File: config.mk
export PLATFORM = sky130hd
export DESIGN_NAME = fetch_sequencer
export DESIGN_NICKNAME = d
export VERILOG_FILES = /design/src/rtl/fetch_sequencer.sv
export SDC_FILE = /design/constraint.sdc
export NUM_CORES = 1
export LEC_CHECK = 0
export ABC_AREA = 1
export BUFFER_PORTS_ARGS = -buffer_cell sky130_fd_sc_hd__buf_4
export CORE_ASPECT_RATIO = 1.5
export CORE_MARGIN = 4
export CORE_UTILIZATION = 44
export DETAILED_ROUTE_END_ITERATION = 8
export PLACE_DENSITY = 0.75
export SLEW_MARGIN = 20
export SYNTH_ARGS = -nofsm -noshare
export SYNTH_HDL_FRONTEND = slang
export SYNTH_SLANG_ARGS = --single-unit
export TNS_END_PERCENT = 10
File: constraint.sdc
create_clock -name clk -period 1.2 [get_ports clk]
set_input_delay 0.06 -clock clk [delete_from_list [all_inputs] [get_ports clk]]
set_output_delay 0.06 -clock clk [all_outputs]
set_load 0.005 [all_outputs]
File: src/rtl/fetch_sequencer.sv
// Instruction-fetch controller: owns the PC, issues one req/ack memory fetch at a time, holds the word for decode.
// Latency: ack in FETCH cycle N -> instr_valid in N+1; peak one instruction per 2 cycles.
// Backpressure: stalls in HOLD until instr_ready or redirect; memory stalls by withholding imem_ack.
module fetch_sequencer #(
  parameter int              PC_W     = 10,
  parameter logic [PC_W-1:0] RESET_PC = '0,
  parameter logic [PC_W-1:0] STEP     = PC_W'(4)
) (
  input  logic            clk,
  input  logic            rst_n,
  output logic            imem_req,
  output logic [PC_W-1:0] imem_addr,
  input  logic            imem_ack,
  input  logic [31:0]     imem_rdata,
  output logic            instr_valid,
  output logic [31:0]     instr,
  output logic [PC_W-1:0] instr_pc,
  input  logic            instr_ready,
  input  logic            redirect_valid,
  input  logic [PC_W-1:0] redirect_pc
);

  typedef enum logic [1:0] {IDLE, FETCH, HOLD, DRAIN} state_t;

  state_t            state_q, state_d;
  logic [PC_W-1:0]   pc_q, pc_d;
  logic [PC_W-1:0]   target_q, target_d;
  logic [31:0]       instr_q, instr_d;
  logic [PC_W-1:0]   instr_pc_q, instr_pc_d;
  logic              valid_q, valid_d;
  logic              req_q, req_d;

  // State register
  always_ff @(posedge clk) begin
    if (!rst_n) begin
      state_q <= IDLE;
    end else begin
      state_q <= state_d;
    end
  end

  // Next-state decode; redirect outranks ack/ready
  always_comb begin
    state_d = state_q;
    case (state_q)
      IDLE:  state_d = FETCH;
      FETCH: begin
        if (imem_ack && !redirect_valid) begin
          state_d = HOLD;
        end else if (!imem_ack && redirect_valid) begin
          // request still outstanding: must wait for its ack before moving
          state_d = DRAIN;
        end else begin
          state_d = FETCH;
        end
      end
      HOLD:  if (redirect_valid || instr_ready) state_d = FETCH;
      DRAIN: if (imem_ack) state_d = FETCH;
      default: state_d = IDLE;
    endcase
  end

  // Output and datapath next values for the current state
  always_comb begin
    pc_d       = pc_q;
    target_d   = target_q;
    instr_d    = instr_q;
    instr_pc_d = instr_pc_q;
    valid_d    = valid_q;
    case (state_q)
      IDLE: begin
        if (redirect_valid) pc_d = redirect_pc;
      end
      FETCH: begin
        if (redirect_valid) begin
          // address must stay at the old pc while a request is open,
          // so an unacked redirect is parked in target until the drain
          if (imem_ack) pc_d = redirect_pc;
          else          target_d = redirect_pc;
        end else if (imem_ack) begin
          instr_d    = imem_rdata;
          instr_pc_d = pc_q;
          pc_d       = pc_q + STEP;
          valid_d    = 1'b1;
        end
      end
      HOLD: begin
        if (redirect_valid) begin
          valid_d = 1'b0;
          pc_d    = redirect_pc;
        end else if (instr_ready) begin
          valid_d = 1'b0;
        end
      end
      DRAIN: begin
        if (imem_ack) begin
          pc_d = redirect_valid ? redirect_pc : target_q;
        end else if (redirect_valid) begin
          target_d = redirect_pc;
        end
      end
      default: ;
    endcase
    // req is registered from the state we are entering so it lines up with imem_addr
    req_d = (state_d == FETCH) || (state_d == DRAIN);
  end

  // Datapath and registered outputs
  always_ff @(posedge clk) begin
    if (!rst_n) begin
      pc_q       <= RESET_PC;
      target_q   <= RESET_PC;
      instr_q    <= '0;
      instr_pc_q <= '0;
      valid_q    <= 1'b0;
      req_q      <= 1'b0;
    end else begin
      pc_q       <= pc_d;
      target_q   <= target_d;
      instr_q    <= instr_d;
      instr_pc_q <= instr_pc_d;
      valid_q    <= valid_d;
      req_q      <= req_d;
    end
  end

  assign imem_req    = req_q;
  assign imem_addr   = pc_q;
  assign instr_valid = valid_q;
  assign instr       = instr_q;
  assign instr_pc    = instr_pc_q;

endmodule

# Word-level counts from Yosys, hierarchy flattened
# Cells that the tools add are included.
classes:
  bitwise: 1
  n_eq_ne: 13
  muxes: 21
  addsub: 1
  n_reduce_logical: 14
ops:
  columns: ["operator", "count"]
  rows:
  - ["$mux W10", 9]
  - ["$pmux W10 S3", 1]
  - ["$pmux W10 S2", 1]
  - ["$ne A2 B2 Y1 const B", 6]
  - ["$add A10 B3 Y10 const B", 1]
  - ["$mux W2", 4]
  - ["$pmux W2 S4", 1]
  - ["$reduce_and A4 Y1", 2]
  - ["$eq A2 B2 Y1 const B", 3]
  - ["$reduce_and A3 Y1", 2]
  - ["$eq A2 B1 Y1 const B", 2]
  - ["$mux W1", 4]
  - ["$reduce_bool A2 Y1", 2]
  - ["$ne A3 B3 Y1 const B", 1]
  - ["$logic_and A1 B1 Y1", 2]
  - ["$logic_not A1 Y1", 2]
  - ["$logic_not A2 Y1", 1]
  - ["$logic_or A1 B1 Y1", 2]
  - ["$ne A2 B1 Y1 const B", 1]
  - ["$pmux W1 S2", 1]
  - ["$reduce_or A2 Y1", 1]
  - ["$not A1 Y1", 1]
word_totals:
  inputBits: 47
  register_bits: 66
  wordCells: 57
  out_inout_bits: 54

# Depth between registers and ports, before layout
depth:
  depth_word: 7
  mapped_depth: 9
  depth_no_buf: 8

# Worst setup path after synthesis
# No wires, ideal clock.
synth_path:
  path_type: "register to register"
  from: "register state_q[0]"
  to: "register instr_q[21] (netlist: instr[21])"
  n_path_buf: 2
  path_stages_with_launch: 8
  slack_ns: -0.025
  synth_period_minus_slack_ns: 1.225
  required_ns: 1.068
  t_arrival_ns: 1.093
  cell_sequence: "dfxtp_1 inv_2 nor2_4 nand2_2 buf_4 buf_2 nand2_1 a21oi_1"
synth_between:
  elab_chain_cells: 2
synth_rtl:
  columns: ["item", "line_no", "source"]
  rows:
  - ["start, declared", "25", "state_t state_q, state_d;"]
  - ["start signal, assigned", "38", "state_q <= state_d;"]
  - ["$eq A2 B1 Y1", "70", "case (state_q)"]
  - ["$reduce_and A3 Y1 (no line)", null, null]
  - ["end signal, assigned", "120", "instr_q <= instr_d;"]
  - ["end, declared", "28", "logic [31:0] instr_q, instr_d;"]
# No other way between the ends.
# A chain may end at the register's enable or synchronous reset.

# Final worst setup path
layout_path:
  from: "register state_q[0]"
  to: "register pc_q[3] (netlist: imem_addr[3])"
layout_between:
  elab_chain_cells: 4
layout_rtl:
  columns: ["item", "line_no", "source"]
  rows:
  - ["$eq A2 B2 Y1 / $logic_not A2 Y1 (equally long branches)", "70", null]
  - ["$reduce_or A2 Y1 (no line)", null, null]
  - ["$ne A2 B1 Y1 (no line)", null, null]
  - ["$reduce_and A3 Y1 (no line)", null, null]
  - ["end signal, assigned", "118", "pc_q <= pc_d;"]
  - ["end, declared", "26", "logic [PC_W-1:0] pc_q, pc_d;"]
# Several ways; a longest one is shown, not always the timed one.

==> metrics.txt <==
row count=35; most frequent cells in the layout=144 x nand2_1, 127 x buf_4, 61 x dfxtp_1; final setup vio count=4; kind of critical path=flip-flop to flip-flop; gr usage total=0.239; Max-slew headroom=0.794; CTS Sinks=66; # fillers=459; final worst slack=-30.2 ps; Yosys reg bits=66; IO Pins=around 100; Residual DRC=0; Synth Area per Inst=7.08 um2; Clk pin slew, worst setup/hold paths=around 80 ps; Fin. Hold Viols=0; DR vias=around 3,300; critical path capture point type=flip-flop; setup repair after global routing missed its margin=yes; commonest non-fill, non-tap cell in the layout=nand2_1; die area=roughly 0.0078 mm2; area delta synth->final=63.1%; number of vias per cell=between 5 and 6; post-route ant nets=0; crit path time final=around 1200 ps; area of the multi-input gates=around 0.0014 mm2; CTS Buffer Depth=2; PD cells=1190 mW/mm2; failing checks=negative setup slack; Core Area=slightly above 0.006 mm2; H-tree levels=3; initial antenna violation count=0; Clock Root Buffer=clkbuf_8; status=finished, violations left; WP data arrival=approximately 1500 ps; CP required=~1400 ps; Peak Freq=~810 MHz; Die X=between 70 and 80 um; reg2reg setup slack=-30 ps; Netlist cell types=23; DR WL/cell=15.1 um; die height=roughly 110 um; Initial DRT Pass Iterations=5; Placer Congestion=between 0.8 and 0.9; vias in the first global route=3,171; later-pin clock latency in the skew report=340 ps; TritonCTS buffer count=9; register area=between 0.001 and 0.0015 mm2; critical path startpoint category=flip-flop; Critical Path Fanout Max=9; crit-path cells=inv_4, nor2_4, inv_2, nand2_2, inv_2, o211ai_1, inv_1; largest net degree at the start of global routing=40; placed insts=579; Slowest-stage cell, CP=dfxtp_2; Worst Tran Pin Value=about 310 ps; Routed WL=about 9.6 mm; clk_skew=8.72 ps; Tcrit/Tclk final=1.03; syn_nets=around 450; final slew viol count=0; max_cap viols=0; Leak=between 2 and 2.5 nW; first-pass GRT wire length=14.7 mm; drt first-iter violations=~210; cell repeated most along the worst path=inv_2; number of port buffers=100; hold slack=between 7 and 8 ps; layout cells sized above 1=0.340; YS warnings=0; VDD IR max=around 0.78 mV; final non-filler cell total=around 640; synthesized cell area=0.00283 mm2; Initial Util=0.456; Place WS=-31.9 ps; Hold Path Class=primary input to flip-flop; CP max stage delay=about 360 ps; Mapped Cells=400; Remaining Overflow, GRT=0; CTS tree=done; DP HPWL=around 5.6 mm; total chip power=approximately 5.5 mW; fin nets=between 600 and 700; sequential area share after synthesis=0.466; ant diodes=0
[repair_timing]
item,in CTS,in global routing
endpoints found under the setup margin,60,61
setup buffers,2,6
pin swaps,1,13
hold buffers,33,0
cloned,3,1
gates resized for setup,17,47
endpoints found under the hold margin,33,0
[worst max-delay path, delay by kind of cell, from the launching register on]
kind | cells | cell delay [ps]
flops | 1 | 360
buf+inv | 4 | 290
compound gates | 1 | 250
simple gates | 2 | 210
[per-layer routing]
layer  vias up  track usage  part of all wire
li1       1631            -                 -
met4         0        0.109             0.034
met1      1524        0.253              0.36
met2       126        0.440              0.55
met5         -            0                 0
met3        31       0.0416             0.059
[sequential cells by signal, indices dropped and copies added (netlist names)]
| signal | cells |
|---|---|
| instr | 32 |
| imem_addr | 10 |
| instr_pc | 10 |
| target_q | 10 |
| state_q | 2 |
| imem_req | 1 |
| instr_valid | 1 |
[cell type report]
| type | instances | area share |
|---|---|---|
| Clock buffer | 9 | 0.0268 |
| Clock inverter | 7 | 0.0203 |
| Inverter | 22 | 0.0200 |
| Multi-Input combinational cell | 290 | 0.310 |
| Sequential cell | 66 | 0.287 |
| Tap cell | 74 | 0.0200 |
| Timing Repair Buffer | 171 | 0.316 |
[metrics by stage]
step,area (um2),TNS [ps],util
3_3_place_gp,3790,0,0.610
4_1_cts,4430,-193,0.713
5_1_grt,4620,-1640,0.743
3_5_place_dp,3790,-270,0.610
6_report,4620,-62.0,0.743
2_1_floorplan,2840,0,-
[cells by family (layout without fill, tap and decap cells)]
kind of cell               Yosys count  in the layout  share of synthesized area
and+or+nand+nor                    181            181                      0.250
AOI/OAI and AO/OA                  105            105                      0.195
DFF                                 66             66                      0.466
buffers and inverters               44            209                     0.0733
adders and majority gates            2              2                    0.00883
xor gates and xnor gates             2              2                    0.00618
[cell usage after synthesis]
| library cell | number | share of area |
|---|---|---|
| buf_2 | 7 | 0.012 |
| nor2_1 | 15 | 0.020 |
| nor2_4 | 1 | 0.0040 |
| o21bai_1 | 2 | 0.0053 |
| nand2_2 | 1 | 0.0022 |
| dfxtp_1 | 66 | 0.47 |
| nand3_1 | 12 | 0.021 |
| inv_1 | 19 | 0.025 |
| a22oi_1 | 1 | 0.0027 |
| buf_4 | 1 | 0.0027 |
| clkbuf_1 | 10 | 0.013 |
| o211ai_1 | 2 | 0.0053 |
| nor3_1 | 3 | 0.0053 |
| inv_2 | 2 | 0.0027 |
| xnor2_1 | 2 | 0.0062 |
| a21oi_1 | 55 | 0.097 |
| buf_6 | 4 | 0.016 |
| ha_1 | 2 | 0.0088 |
| a31oi_1 | 11 | 0.024 |
| o22ai_1 | 1 | 0.0022 |
| nand2_1 | 149 | 0.20 |
| o21ai_0 | 33 | 0.058 |
| clkinv_1 | 1 | 0.0013 |
[report_power, final]
group | leakage [nW] | switching, mW | total [mW] | internal, mW
combinational | 1.42 | 0.511 | 1.06 | 0.549
clock | 0.105 | 0.877 | 2.04 | 1.16
sequential | 0.540 | 0.0752 | 2.38 | 2.30
[final timing paths]
check | from | endpoint | cells after the start
worst max-delay path | state_q[0] | imem_addr[3] | 7
worst min-delay path | redirect_pc[6] | target_q[6] | 3
worst max register to register | state_q[0] | imem_addr[3] | 7
worst min register to register | instr[3] | instr[3] | 2
Power figures use the tool's default switching activity.
